`src/rtl/mips_muldiv_unit.sv`:
```
// Iterative MULT/MULTU/DIV/DIVU unit with HI/LO registers for the MIPS execute stage.
// Radix-2 shift-add multiply and restoring divide, one bit per clock, sign fixed up in a final cycle.
module mips_muldiv_unit #(
   parameter  int WIDTH = 32,
   localparam int CNT_W = $clog2(WIDTH) + 1
) (
   input  logic             clk,
   input  logic             reset,
   input  logic             start,
   input  logic [2:0]       op,
   input  logic [WIDTH-1:0] operand_a,
   input  logic [WIDTH-1:0] operand_b,
   input  logic             cancel,
   output logic             busy,
   output logic             done,
   output logic             div_by_zero,
   output logic [WIDTH-1:0] hi,
   output logic [WIDTH-1:0] lo
);

   localparam logic [2:0] OP_MTHI = 3'b100;
   localparam logic [2:0] OP_MTLO = 3'b101;

   typedef enum logic [1:0] {
      S_IDLE,
      S_RUN,
      S_FIX
   } state_t;

   state_t             state;
   logic [2*WIDTH-1:0] acc;
   logic [WIDTH-1:0]   opb_mag;
   logic [CNT_W-1:0]   count;
   logic               is_div;
   logic               neg_q;
   logic               neg_r;
   logic               dbz;

   function automatic logic [WIDTH-1:0] abs_w(input logic signed [WIDTH-1:0] v,
                                              input logic                    use_sign);
      logic signed [WIDTH-1:0] n;
      n = -v;
      return (use_sign && v[WIDTH-1]) ? n : v;
   endfunction

   function automatic logic [WIDTH-1:0] neg_if_w(input logic [WIDTH-1:0] v, input logic neg);
      return neg ? -v : v;
   endfunction

   function automatic logic [2*WIDTH-1:0] neg_if_2w(input logic [2*WIDTH-1:0] v, input logic neg);
      return neg ? -v : v;
   endfunction

   logic             op_arith;
   logic             op_signed;
   logic             sign_a;
   logic             sign_b;
   logic             zero_div;
   logic [WIDTH-1:0] mag_a;
   logic [WIDTH-1:0] mag_b;

   assign op_arith  = ~op[2];
   assign op_signed = ~op[2] & ~op[0];
   assign sign_a    = op_signed & operand_a[WIDTH-1];
   assign sign_b    = op_signed & operand_b[WIDTH-1];
   assign zero_div  = op_arith & op[1] & (operand_b == '0);
   assign mag_a     = abs_w(operand_a, op_signed);
   assign mag_b     = abs_w(operand_b, op_signed);

   // Iteration datapath: acc = {partial product | remainder, multiplier | quotient}
   logic [WIDTH:0]     mul_sum;
   logic [2*WIDTH-1:0] mul_next;
   logic [WIDTH:0]     div_shift;
   logic               div_ge;
   logic [WIDTH-1:0]   div_diff;
   logic [WIDTH-1:0]   div_rem;
   logic [2*WIDTH-1:0] div_next;

   always_comb begin
      mul_sum   = {1'b0, acc[2*WIDTH-1:WIDTH]} + {1'b0, (acc[0] ? opb_mag : '0)};
      mul_next  = {mul_sum, acc[WIDTH-1:1]};
      div_shift = {acc[2*WIDTH-1:WIDTH], acc[WIDTH-1]};
      div_ge    = div_shift >= {1'b0, opb_mag};
      div_diff  = div_shift[WIDTH-1:0] - opb_mag;
      div_rem   = div_ge ? div_diff : div_shift[WIDTH-1:0];
      div_next  = {div_rem, acc[WIDTH-2:0], div_ge};
   end

   // Sign correction applied in the FIX cycle
   logic [2*WIDTH-1:0] prod_fix;
   logic [WIDTH-1:0]   fix_hi;
   logic [WIDTH-1:0]   fix_lo;

   always_comb begin
      prod_fix = neg_if_2w(acc, neg_q);
      if (is_div) begin
         fix_hi = neg_if_w(acc[2*WIDTH-1:WIDTH], neg_r);
         fix_lo = neg_if_w(acc[WIDTH-1:0], neg_q);
      end else begin
         fix_hi = prod_fix[2*WIDTH-1:WIDTH];
         fix_lo = prod_fix[WIDTH-1:0];
      end
   end

   always_ff @(posedge clk or negedge reset) begin
      if (!reset) begin
         state       <= S_IDLE;
         busy        <= 1'b0;
         done        <= 1'b0;
         div_by_zero <= 1'b0;
         hi          <= '0;
         lo          <= '0;
         count       <= '0;
         acc         <= '0;
         opb_mag     <= '0;
         is_div      <= 1'b0;
         neg_q       <= 1'b0;
         neg_r       <= 1'b0;
         dbz         <= 1'b0;
      end else begin
         done        <= 1'b0;
         div_by_zero <= 1'b0;
         case (state)
            S_IDLE: begin
               if (start && op_arith) begin
                  // A zero divisor keeps the raw dividend so the remainder path returns it untouched
                  acc     <= {{WIDTH{1'b0}}, (zero_div ? operand_a : mag_a)};
                  opb_mag <= mag_b;
                  is_div  <= op[1];
                  neg_q   <= ~zero_div & (sign_a ^ sign_b);
                  neg_r   <= ~zero_div & sign_a;
                  dbz     <= zero_div;
                  count   <= CNT_W'(WIDTH);
                  busy    <= 1'b1;
                  state   <= S_RUN;
               end else if (start && op == OP_MTHI) begin
                  hi <= operand_a;
               end else if (start && op == OP_MTLO) begin
                  lo <= operand_a;
               end
            end
            S_RUN: begin
               if (cancel) begin
                  busy  <= 1'b0;
                  state <= S_IDLE;
               end else begin
                  acc   <= is_div ? div_next : mul_next;
                  count <= count - CNT_W'(1);
                  if (count == CNT_W'(1)) state <= S_FIX;
               end
            end
            S_FIX: begin
               busy  <= 1'b0;
               state <= S_IDLE;
               if (!cancel) begin
                  hi          <= fix_hi;
                  lo          <= fix_lo;
                  done        <= 1'b1;
                  div_by_zero <= dbz;
               end
            end
            default: begin
               busy  <= 1'b0;
               state <= S_IDLE;
            end
         endcase
      end
   end

endmodule

```
`config.mk`:
```
export PLATFORM = sky130hd
export DESIGN_NAME = mips_muldiv_unit
export DESIGN_NICKNAME = d
export VERILOG_FILES = /design/src/rtl/mips_muldiv_unit.sv
export SDC_FILE = /design/constraint.sdc
export NUM_CORES = 1
export LEC_CHECK = 0
export ABC_AREA = 0
export CAP_MARGIN = 30
export CORE_MARGIN = 4
export CORE_UTILIZATION = 27
export DETAILED_ROUTE_END_ITERATION = 8
export PLACE_DENSITY = 0.5
export SLEW_MARGIN = 20
export SYNTH_ARGS = -nofsm -noshare
export SYNTH_HDL_FRONTEND = slang
export SYNTH_SLANG_ARGS = --single-unit
```
`constraint.sdc`:
```
create_clock -name clk -period 3.75 [get_ports clk]
set_clock_uncertainty 0.15 [all_clocks]
set_input_delay 0.75 -clock clk [delete_from_list [all_inputs] [get_ports clk]]
set_output_delay 0.75 -clock clk [all_outputs]
set_load 0.01 [all_outputs]
```
* After elaboration in Yosys (flattened, before gate mapping)
Index checks and enable logic that the tools add are counted.
Operators by class: add/subtract/negate cells 8, magnitude comparators 1, eq/ne operators 14, mux-type cells 37, bitwise gates (word level) 11, reduce and logical (&&, ||, !) cells 15
Operator list (count):
- $mux 32 | 16
- $mux 64 | 4
- $neg 32->32 | 4
- $pmux 32 s2 | 2
- $pmux 64 s2 | 1
- $neg 64->64 | 1
- $add 32x32->33 | 1
- $ge 33x32->1 | 1
- $logic_not 32->1 | 1
- $sub 32x32->32 | 1
- $ne 2x2->1 const B | 8
- $mux 6 | 2
- $pmux 6 s2 | 1
- $and 1x1->1 | 7
- $eq 3x3->1 const B | 2
- $eq 6x1->1 const B | 1
- $mux 1 | 6
- $mux 2 | 3
- $reduce_and 2->1 | 3
- $sub 6x1->6 const B | 1
- $logic_and 1x1->1 | 5
- $reduce_and 5->1 | 1
- $pmux 2 s2 | 1
- $reduce_and 4->1 | 1
- 9 further kinds | 12
Storage, ports and cells: flip-flop bits (word level) 175, input bits 71

* Logic depth before layout (Yosys ltp)
Gate-level depths: netlist (run 1).
word-level depth 7, gate-level depth with buffers 14

* Worst setup path before layout (run 1)
No wires, ideal clock.
path type flip-flop to flip-flop, from register acc[0], to register acc[62], data arrival time 3.228 ns, data required time 3.480 ns, setup slack 0.252 ns, stages on the path, launching flop included 13, path buffers 1, cell sequence dfrtp_1 > inv_1 > clkbuf_1 > nor2_1 > ha_1 > and3_1 > a211oi_1 > o31ai_1 > a21bo_2 > a221o_1 > a211oi_1 > o21ai_0 > o211a_1
On the way: longest elaborated chain between the ends 5
RTL lines:
- start, declared | line 31 | logic [2*WIDTH-1:0] acc;
- start signal, assigned | line 127 | acc <= {{WIDTH{1'b0}}, (zero_div ? operand_a : mag_a)};
- start signal, assigned | line 147 | acc <= is_div ? div_next : mul_next;
- $mux 32 | line 80 | mul_sum = {1'b0, acc[2*WIDTH-1:WIDTH]} + {1'b0, (acc[0] ? opb_mag : '0)};
- $add 32x32->33 | line 80
- $mux 64 | line 147
- $mux 64 | line 143 | if (cancel) begin
- $pmux 64 s2 | line 123 | case (state)
No other way between the ends. The select of a mux whose other input is x is not followed. A chain may end at the register's enable or synchronous reset.

* Worst setup path after layout (run 1)
from register acc[0], to register acc[57]
The elaborated chain is that of the path after synthesis.

==> impl_metrics.xml, run 1 <==
<?xml version="1.0" encoding="UTF-8"?>
<metrics>
  <group name="worst_setup_path">
    <metric name="critPathArrivalTime" unit="ns">3.81</metric>
    <metric name="critical_path_class" unit="">reg2reg</metric>
    <metric name="critPathLaunchType" unit="">flip-flop</metric>
    <metric name="critical_path.endpoint_type" unit="">flip-flop</metric>
    <metric name="worstRegToRegCells" unit="">15</metric>
    <metric name="critPathMaxFanout" unit="">6</metric>
    <metric name="data_required_time_at_the_worst_endpoint" unit="ns">3.95</metric>
  </group>
  <group name="run">
    <metric name="max_cap_viol_count" unit="">0</metric>
  </group>
  <group name="hold_path">
    <metric name="hold-path-cell-count" unit="">2</metric>
    <metric name="timing.hold.worst.class" unit="">reg2reg</metric>
  </group>
  <group name="synth">
    <metric name="synth_async_sr_flop_share" unit="%">100</metric>
    <metric name="syn_nets" unit="">1994</metric>
    <metric name="synth_seq_area_share" unit="%">30.4</metric>
    <metric name="synth_edf_count" unit="">0</metric>
    <metric name="yosysWarningCount" unit="">0</metric>
    <metric name="post_synth_instance_area" unit="sq mm">0.0144</metric>
    <metric name="most_used_flip_flop_cell_after_synthesis" unit="">sky130_fd_sc_hd__dfrtp_1</metric>
    <metric name="synthCells" unit="">1851</metric>
    <metric name="ys_seq_elements" unit="">175</metric>
    <metric name="ys_types" unit="">73</metric>
    <metric name="post_synth.cell_area_avg" unit="sq um">7.78</metric>
  </group>
  <group name="status">
    <metric name="outcome" unit="">complete, no violations</metric>
  </group>
  <group name="cells_and_area">
    <metric name="antenna_cells" unit="">0</metric>
    <metric name="regArea" unit="sq mm">0.00438</metric>
    <metric name="n_fill_cell" unit="">5574</metric>
    <metric name="fraction_of_final_layout_cells_sized_beyond_drive_strength_1" unit="%">10.7</metric>
    <metric name="nets" unit="">2188</metric>
    <metric name="commonest_non_fill_non_tap_cell_in_the_layout" unit="">sky130_fd_sc_hd__nand2_1</metric>
    <metric name="finalInstanceArea" unit="sq mm">0.0180</metric>
    <metric name="multi_input_area" unit="sq mm">0.00936</metric>
    <metric name="commonest_cells_after_routing_fill_and_taps_aside" unit="">sky130_fd_sc_hd__nand2_1, sky130_fd_sc_hd__o21ai_0, sky130_fd_sc_hd__a21oi_1</metric>
    <metric name="layout-area-overhead-vs-synth" unit="%">25.3</metric>
  </group>
  <group name="grt">
    <metric name="grt_antenna_before_repair" unit="">0</metric>
    <metric name="grt_max_degree" unit="">87</metric>
    <metric name="groute.usage.overall" unit="%">19.2</metric>
    <metric name="first_pass_grt_wire_length" unit="um">84800</metric>
    <metric name="grt.overflow.total" unit="">0</metric>
    <metric name="groute.layer.met3.usage" unit="%">2.41</metric>
    <metric name="global_route.peak_usage_layer" unit="">met2</metric>
    <metric name="use_met2" unit="%">31.0</metric>
    <metric name="first_global_vias" unit="">14400</metric>
    <metric name="grt_util_met1" unit="%">26.3</metric>
  </group>
  <group name="die">
    <metric name="initial_standard_cell_utilization_of_the_core" unit="%">27.4</metric>
    <metric name="core_area" unit="sq mm">0.0527</metric>
    <metric name="chipWidth" unit="um">239</metric>
    <metric name="floorplan.rows" unit="">84</metric>
    <metric name="die_area" unit="sq mm">0.0571</metric>
    <metric name="ioPinCount" unit="">138</metric>
    <metric name="die_y" unit="um">239</metric>
  </group>
  <group name="place">
    <metric name="io_buffers" unit="">137</metric>
    <metric name="detailed_place.area" unit="sq mm">0.0175</metric>
    <metric name="hpwlAfterDp" unit="um">43500</metric>
    <metric name="pre_cts_slack" unit="ns">-0.190</metric>
    <metric name="place_congestion" unit="">0.943</metric>
  </group>
  <group name="routing">
    <metric name="vias" unit="">14500</metric>
    <metric name="ant_nets" unit="">0</metric>
    <metric name="drt_drc_violations_left" unit="">0</metric>
    <metric name="post_drt_via_cell_ratio" unit="">5.28</metric>
    <metric name="routed_wl" unit="um">55300</metric>
    <metric name="drt_pre_antenna_iters" unit="">5</metric>
    <metric name="wl_per_cell" unit="um">20.2</metric>
    <metric name="detailedRoute.firstIterationViolations" unit="">1188</metric>
  </group>
  <group name="sta">
    <metric name="timing.final.crit_period" unit="ns">3.61</metric>
    <metric name="finalMaxSlewViolations" unit="">0</metric>
    <metric name="hold_ws" unit="ns">0.325</metric>
    <metric name="rsz0062_at_grt" unit="">false</metric>
    <metric name="slew_headroom" unit="%">35.0</metric>
    <metric name="setup_slack" unit="ns">0.138</metric>
    <metric name="timing.final.crit_share" unit="%">96.3</metric>
    <metric name="worst_pin_slew" unit="ns">0.975</metric>
    <metric name="achievable-frequency" unit="GHz">0.277</metric>
    <metric name="setup_violations" unit="">0</metric>
    <metric name="report.final.hold_viol_count" unit="">0</metric>
  </group>
  <group name="power_and_ir_drop">
    <metric name="irDropWorstVdd" unit="V">0.000467</metric>
    <metric name="cellPowerDensity" unit="mW/mm^2">723</metric>
    <metric name="power.static_leakage" unit="uW">0.00777</metric>
  </group>
  <group name="clock_network">
    <metric name="tritoncts" unit="">built</metric>
    <metric name="numClockSinks" unit="">175</metric>
    <metric name="clk_latency" unit="ns">0.49</metric>
    <metric name="cts.clk_slew.worst_paths" unit="ns">0.08</metric>
    <metric name="cts-buffers-inserted" unit="">17</metric>
    <metric name="cts.path.max_buffers" unit="">2</metric>
    <metric name="clockRootBuffer" unit="">sky130_fd_sc_hd__clkbuf_16</metric>
    <metric name="cts_max_level" unit="">4</metric>
    <metric name="post_cts_setup_inserts" unit="">0</metric>
  </group>
</metrics>
[where the power goes]
part | internal [uW] | total (uW) | switching, uW
sequential | 2500 | 3230 | 729
clock | 906 | 1750 | 848
combinational | 3470 | 8060 | 4590
total | 6880 | 13000 | 6160
[Yosys cell counts (13+ instances only)]
| cell | count | area (sq um) |
|---|---|---|
| sky130_fd_sc_hd__a21o_1 | 30 | 225 |
| sky130_fd_sc_hd__a21oi_1 | 178 | 891 |
| sky130_fd_sc_hd__a221o_1 | 13 | 130 |
| sky130_fd_sc_hd__a31oi_1 | 23 | 144 |
| sky130_fd_sc_hd__and2_1 | 13 | 81.3 |
| sky130_fd_sc_hd__and3_1 | 26 | 163 |
| sky130_fd_sc_hd__clkbuf_1 | 106 | 398 |
| sky130_fd_sc_hd__dfrtp_1 | 175 | 4380 |
| sky130_fd_sc_hd__ha_1 | 70 | 876 |
| sky130_fd_sc_hd__inv_1 | 61 | 229 |
| sky130_fd_sc_hd__mux2i_1 | 38 | 380 |
| sky130_fd_sc_hd__nand2_1 | 225 | 845 |
| sky130_fd_sc_hd__nand2b_1 | 13 | 81.3 |
| sky130_fd_sc_hd__nand3_1 | 30 | 150 |
| sky130_fd_sc_hd__nand4_1 | 18 | 113 |
| sky130_fd_sc_hd__nor2_1 | 162 | 608 |
| sky130_fd_sc_hd__nor3_1 | 48 | 240 |
| sky130_fd_sc_hd__nor4_1 | 16 | 100 |
| sky130_fd_sc_hd__o21ai_0 | 185 | 926 |
| sky130_fd_sc_hd__o21ai_1 | 18 | 90.1 |
| sky130_fd_sc_hd__o31ai_1 | 38 | 285 |
| sky130_fd_sc_hd__or3_1 | 15 | 93.8 |
| sky130_fd_sc_hd__xnor2_1 | 96 | 841 |
| sky130_fd_sc_hd__xor2_1 | 77 | 674 |
[final cells by class]
| cell class | instances | share of cell area (%) |
|---|---|---|
| Clock buffer | 17 | 2.36 |
| Tap cell | 688 | 4.77 |
| Multi-Input combinational cell | 1494 | 51.9 |
| Clock inverter | 13 | 0.652 |
| Timing Repair Buffer | 295 | 14.8 |
| Sequential cell | 175 | 24.3 |
| Inverter | 62 | 1.29 |
[cell families (layout without fill, tap and decap cells)]
kind of cell	Yosys count	after routing	synth area share, %
compound gates	592	592	25.1
xor+xnor	173	173	10.5
fa+ha+maj	72	72	6.36
buf+inv	182	387	4.88
flops	175	175	30.4
mux	43	43	3.03
simple gates	614	614	19.7
[worst paths after layout]
check                        from          end  slack, ns
max                        acc[0]      acc[57]       0.14
min                         lo[2]        lo[2]       0.32
max in group asynchronous   reset  opb_mag[17]       1.99
max reg2reg                acc[0]      acc[57]       0.14
min in group asynchronous   reset       lo[17]       0.56
min reg2reg                 lo[2]        lo[2]       0.32
[stage by stage]
stage	utilization [%]	instances	TNS, ns	power, uW
6_report	34.3	2744	0	13000
4_1_cts	34.2	2742	0	13000
5_1_grt	34.3	2744	0	14000
2_1_floorplan	-	1851	0	8140
3_3_place_gp	33.2	2711	-1.59	11200
3_5_place_dp	33.2	2712	-3.64	11200
[timing repair]
action | CTS | global route
endpoints found under the hold margin | 0 | 23
gates resized for setup | 0 | 3
endpoints found under the setup margin | 0 | 3
hold buffers | 0 | 1
[worst max-delay path, cell delays in order, from the launching register on]
cell                       delay [ns]
sky130_fd_sc_hd__dfrtp_1         0.39
sky130_fd_sc_hd__buf_4           0.17
sky130_fd_sc_hd__and2_1          0.14
sky130_fd_sc_hd__ha_1            0.19
sky130_fd_sc_hd__inv_1           0.07
sky130_fd_sc_hd__fa_1            0.19
sky130_fd_sc_hd__nor2b_1         0.08
sky130_fd_sc_hd__o31ai_1         0.37
sky130_fd_sc_hd__a31oi_1         0.20
sky130_fd_sc_hd__buf_4           0.18
sky130_fd_sc_hd__a41o_1          0.28
sky130_fd_sc_hd__a21oi_1         0.24
sky130_fd_sc_hd__o21ai_1         0.16
sky130_fd_sc_hd__a221oi_1        0.32
sky130_fd_sc_hd__xor2_1          0.20
sky130_fd_sc_hd__o21ai_0         0.12
[metal layers]
| metal | vias up | part of all wire, % |
|---|---|---|
| li1 | 7011 | - |
| met1 | 6941 | 46 |
| met2 | 465 | 46 |
| met3 | 69 | 5.3 |
| met4 | 0 | 2.9 |
| met5 | - | 0 |
[state kept, by name, indices dropped and copies added (netlist names), 2 cells and up]
register	count
acc	64
count	6
hi	32
lo	32
opb_mag	32
state	2
(Power assumes the default switching activity.)
==> run 2: changes to the inputs <==
- ABC_AREA: 0 -> 1
- PLACE_DENSITY: 0.5 -> not set
- SETUP_SLACK_MARGIN: not set -> 0.3
==> impl_metrics.xml, run 2 <==
<?xml version="1.0" encoding="UTF-8"?>
<metrics>
  <group name="status">
    <metric name="outcome" unit="">complete, no violations</metric>
  </group>
  <group name="routing">
    <metric name="drt_pre_antenna_iters" unit="">7</metric>
    <metric name="wl_per_cell" unit="um">19.5</metric>
    <metric name="ant_nets" unit="">0</metric>
    <metric name="detailedRoute.firstIterationViolations" unit="">2453</metric>
    <metric name="drt_drc_violations_left" unit="">0</metric>
    <metric name="routed_wl" unit="um">77100</metric>
    <metric name="post_drt_via_cell_ratio" unit="">5.10</metric>
    <metric name="vias" unit="">20200</metric>
  </group>
  <group name="sta">
    <metric name="slew_headroom" unit="%">41.6</metric>
    <metric name="setup_violations" unit="">0</metric>
    <metric name="report.final.hold_viol_count" unit="">0</metric>
    <metric name="final.setup.tns" unit="ns">0</metric>
    <metric name="timing.final.crit_period" unit="ns">3.22</metric>
    <metric name="achievable-frequency" unit="GHz">0.310</metric>
    <metric name="rsz0062_at_grt" unit="">false</metric>
    <metric name="worst_pin_slew" unit="ns">0.873</metric>
    <metric name="finalMaxSlewViolations" unit="">0</metric>
    <metric name="setup_slack" unit="ns">0.528</metric>
    <metric name="timing.final.crit_share" unit="%">85.9</metric>
  </group>
  <group name="worst_setup_path">
    <metric name="critPathArrivalTime" unit="ns">3.43</metric>
    <metric name="worst-r2r-setup-slack" unit="ns">0.53</metric>
    <metric name="critPathSlowestCell" unit="">sky130_fd_sc_hd__dfrtp_1</metric>
    <metric name="critical_path.endpoint_type" unit="">flip-flop</metric>
    <metric name="critical_path.reg2reg.startpoint" unit="">acc[0]</metric>
    <metric name="critical_path_class" unit="">reg2reg</metric>
    <metric name="worst_path_largest_cell_delay" unit="ns">0.46</metric>
    <metric name="data_required_time_at_the_worst_endpoint" unit="ns">3.96</metric>
    <metric name="critPathLaunchType" unit="">flip-flop</metric>
    <metric name="critPathMaxFanout" unit="">21</metric>
    <metric name="worstSetupStartpoint" unit="">acc[0]</metric>
    <metric name="top_delay_family_on_crit_path" unit="">simple AND/OR/NAND/NOR gates</metric>
    <metric name="worstRegToRegCells" unit="">16</metric>
    <metric name="path_buf_inv" unit="">4</metric>
    <metric name="cp_common_cell" unit="">sky130_fd_sc_hd__nand2_1</metric>
    <metric name="crit_path_cells" unit="">buf_4 -&gt; buf_4 -&gt; nand2_1 -&gt; inv_1 -&gt; ha_1 -&gt; nand2_1 -&gt; nor2_1 -&gt; nand2_1 -&gt; nor4_1 -&gt; nand2_1 -&gt; nand3_1 -&gt; nand3_1 -&gt; nand2_1 -&gt; inv_1 -&gt; nand2_1 -&gt; nand2_1</metric>
    <metric name="crit-reg2reg-capture" unit="">acc[56]</metric>
  </group>
  <group name="cells_and_area">
    <metric name="top_register" unit="">acc</metric>
    <metric name="n_fill_cell" unit="">7036</metric>
    <metric name="largest_register_ff_count" unit="">64</metric>
    <metric name="antenna_cells" unit="">0</metric>
    <metric name="commonest_cells_after_routing_fill_and_taps_aside" unit="">sky130_fd_sc_hd__nand2_1, sky130_fd_sc_hd__nor2_1, sky130_fd_sc_hd__inv_1</metric>
    <metric name="nets" unit="">3244</metric>
    <metric name="commonest_non_fill_non_tap_cell_in_the_layout" unit="">sky130_fd_sc_hd__nand2_1</metric>
    <metric name="fraction_of_final_layout_cells_sized_beyond_drive_strength_1" unit="%">4.21</metric>
    <metric name="multi_input_area" unit="sq mm">0.0111</metric>
    <metric name="regArea" unit="sq mm">0.00438</metric>
    <metric name="layout-area-overhead-vs-synth" unit="%">17.8</metric>
  </group>
  <group name="die">
    <metric name="ioPinCount" unit="">138</metric>
    <metric name="die_area" unit="sq mm">0.0686</metric>
    <metric name="chipWidth" unit="um">262</metric>
    <metric name="initial_standard_cell_utilization_of_the_core" unit="%">27.4</metric>
    <metric name="core_area" unit="sq mm">0.0634</metric>
    <metric name="floorplan.rows" unit="">92</metric>
    <metric name="die_y" unit="um">262</metric>
  </group>
  <group name="synth">
    <metric name="synth.most_common_cell" unit="">sky130_fd_sc_hd__nand2_1</metric>
    <metric name="synthDominantCellAreaShare" unit="%">25.2</metric>
    <metric name="post_synthesis_cell_type_with_the_largest_combined_area" unit="">sky130_fd_sc_hd__dfrtp_1</metric>
    <metric name="synth_edf_count" unit="">0</metric>
    <metric name="ys_seq_elements" unit="">175</metric>
    <metric name="most_used_flip_flop_cell_after_synthesis" unit="">sky130_fd_sc_hd__dfrtp_1</metric>
    <metric name="post_synth_instance_area" unit="sq mm">0.0174</metric>
    <metric name="synthCells" unit="">2984</metric>
    <metric name="synth.top_cells.by_count" unit="">sky130_fd_sc_hd__nand2_1, sky130_fd_sc_hd__nor2_1, sky130_fd_sc_hd__inv_1, sky130_fd_sc_hd__nand3_1, sky130_fd_sc_hd__o21ai_0</metric>
    <metric name="syn_nets" unit="">3127</metric>
    <metric name="synth_seq_area_share" unit="%">25.2</metric>
    <metric name="dominant_cells_by_area_after_synthesis" unit="">sky130_fd_sc_hd__dfrtp_1, sky130_fd_sc_hd__nand2_1, sky130_fd_sc_hd__nand3_1, sky130_fd_sc_hd__nor2_1, sky130_fd_sc_hd__inv_1</metric>
    <metric name="post_synth.cell_area_avg" unit="sq um">5.83</metric>
    <metric name="synth_async_sr_flop_share" unit="%">100</metric>
    <metric name="ys_types" unit="">47</metric>
    <metric name="yosysWarningCount" unit="">0</metric>
  </group>
  <group name="clock_network">
    <metric name="cts.clk_slew.worst_paths" unit="ns">0.07</metric>
    <metric name="clk_latency" unit="ns">0.47</metric>
    <metric name="numClockSinks" unit="">175</metric>
    <metric name="cts-buffers-inserted" unit="">17</metric>
    <metric name="post_cts_setup_inserts" unit="">0</metric>
    <metric name="cts_max_level" unit="">4</metric>
    <metric name="tritoncts" unit="">built</metric>
    <metric name="clockRootBuffer" unit="">sky130_fd_sc_hd__clkbuf_16</metric>
    <metric name="post_cts_hold_buffer_count" unit="">0</metric>
    <metric name="cts.path.max_buffers" unit="">2</metric>
    <metric name="cts.repair.resized" unit="">0</metric>
  </group>
  <group name="grt">
    <metric name="grt.overflow.total" unit="">0</metric>
    <metric name="groute.usage.overall" unit="%">22.1</metric>
    <metric name="first_global_vias" unit="">18400</metric>
    <metric name="grt_max_degree" unit="">71</metric>
    <metric name="grt_antenna_before_repair" unit="">0</metric>
    <metric name="first_pass_grt_wire_length" unit="um">116000</metric>
  </group>
  <group name="power_and_ir_drop">
    <metric name="power.static_leakage" unit="uW">0.0101</metric>
    <metric name="irDropWorstVdd" unit="V">0.000402</metric>
    <metric name="total_power" unit="uW">18100</metric>
    <metric name="cellPowerDensity" unit="mW/mm^2">881</metric>
  </group>
  <group name="place">
    <metric name="hpwlAfterDp" unit="um">63100</metric>
    <metric name="io_buffers" unit="">137</metric>
    <metric name="pre_cts_slack" unit="ns">0.585</metric>
    <metric name="place_congestion" unit="">0.997</metric>
  </group>
  <group name="hold_path">
    <metric name="timing.hold.worst.class" unit="">in2async</metric>
  </group>
  <group name="run">
    <metric name="max_cap_viol_count" unit="">0</metric>
  </group>
</metrics>
[run 2: cell types whose count changed after synthesis, sizes merged, moves of 19 or more]
cell / before / now
nand2: 225 / 851
o31ai: 39 / 4
nor2: 162 / 431
xnor2: 96 / 7
and3: 26 / 0
xor2: 77 / 36
buf: 14 / 33
a21o: 30 / 2
clkbuf: 106 / 60
nand3: 30 / 337
inv: 61 / 406
mux2i: 38 / 0
[run 2: cell families (layout without fill, tap and decap cells)]
logic type	count (synthesis)	in the layout	synth area share [%]
compound gates	475	475	14.7
buf+inv	502	632	11.2
simple gates	1717	1717	41.5
flops	175	175	25.2
xor+xnor	43	43	2.16
fa+ha+maj	72	72	5.26
[run 2: power by group]
group	leakage [uW]	total [uW]	switching [uW]	internal, uW
logic	0.00774	12300	8280	4060
clock network	0.000297	1940	909	1030
registers	0.00210	3780	1030	2750
total	0.0101	18100	10200	7840
[run 2: metal layers]
layer	track usage, %	vias to the layer above	part of all wire [%]
met5	0	-	0
met4	5.31	0	2.1
met3	3.57	73	9.0
met2	32.5	907	42
met1	33.6	9345	47
li1	-	9882	-
[run 2: worst max-delay path by stage]
| stage | end | slack, ns | cells past startpoint |
|---|---|---|---|
| 3_5_place_dp | opb_mag[31] | 0.59 | 9 |
| 3_3_place_gp | opb_mag[31] | 0.61 | 9 |
| 6_report | acc[56] | 0.53 | 16 |
| 5_1_grt | acc[56] | 0.38 | 16 |
| 2_1_floorplan | acc[47] | 1.05 | 17 |
| 4_1_cts | acc[56] | 0.68 | 16 |
[run 2: final cells by class]
cell class                 count  share of cell area, %
multi-input combinational   2307                   54.1
sequential                   175                   21.4
timing repair buffer         191                   8.93
inverter                     409                   7.50
tap                          846                   5.16
clock buffer                  19                   2.16
clock inverter                13                  0.806
[run 2: per-stage QoR]
| step | util (%) | hold WS [ns] | instance area [sq um] | instances |
|---|---|---|---|---|
| floorplan | - | 0.295 | 17400 | 2984 |
| global placement | 31.3 | 0.319 | 19900 | 3927 |
| detailed placement | 31.3 | 0.324 | 19900 | 3927 |
| CTS | 32.3 | 0.139 | 20500 | 3959 |
| global route | 32.3 | 0.146 | 20500 | 3960 |
| finish | 32.3 | 0.107 | 20500 | 3960 |
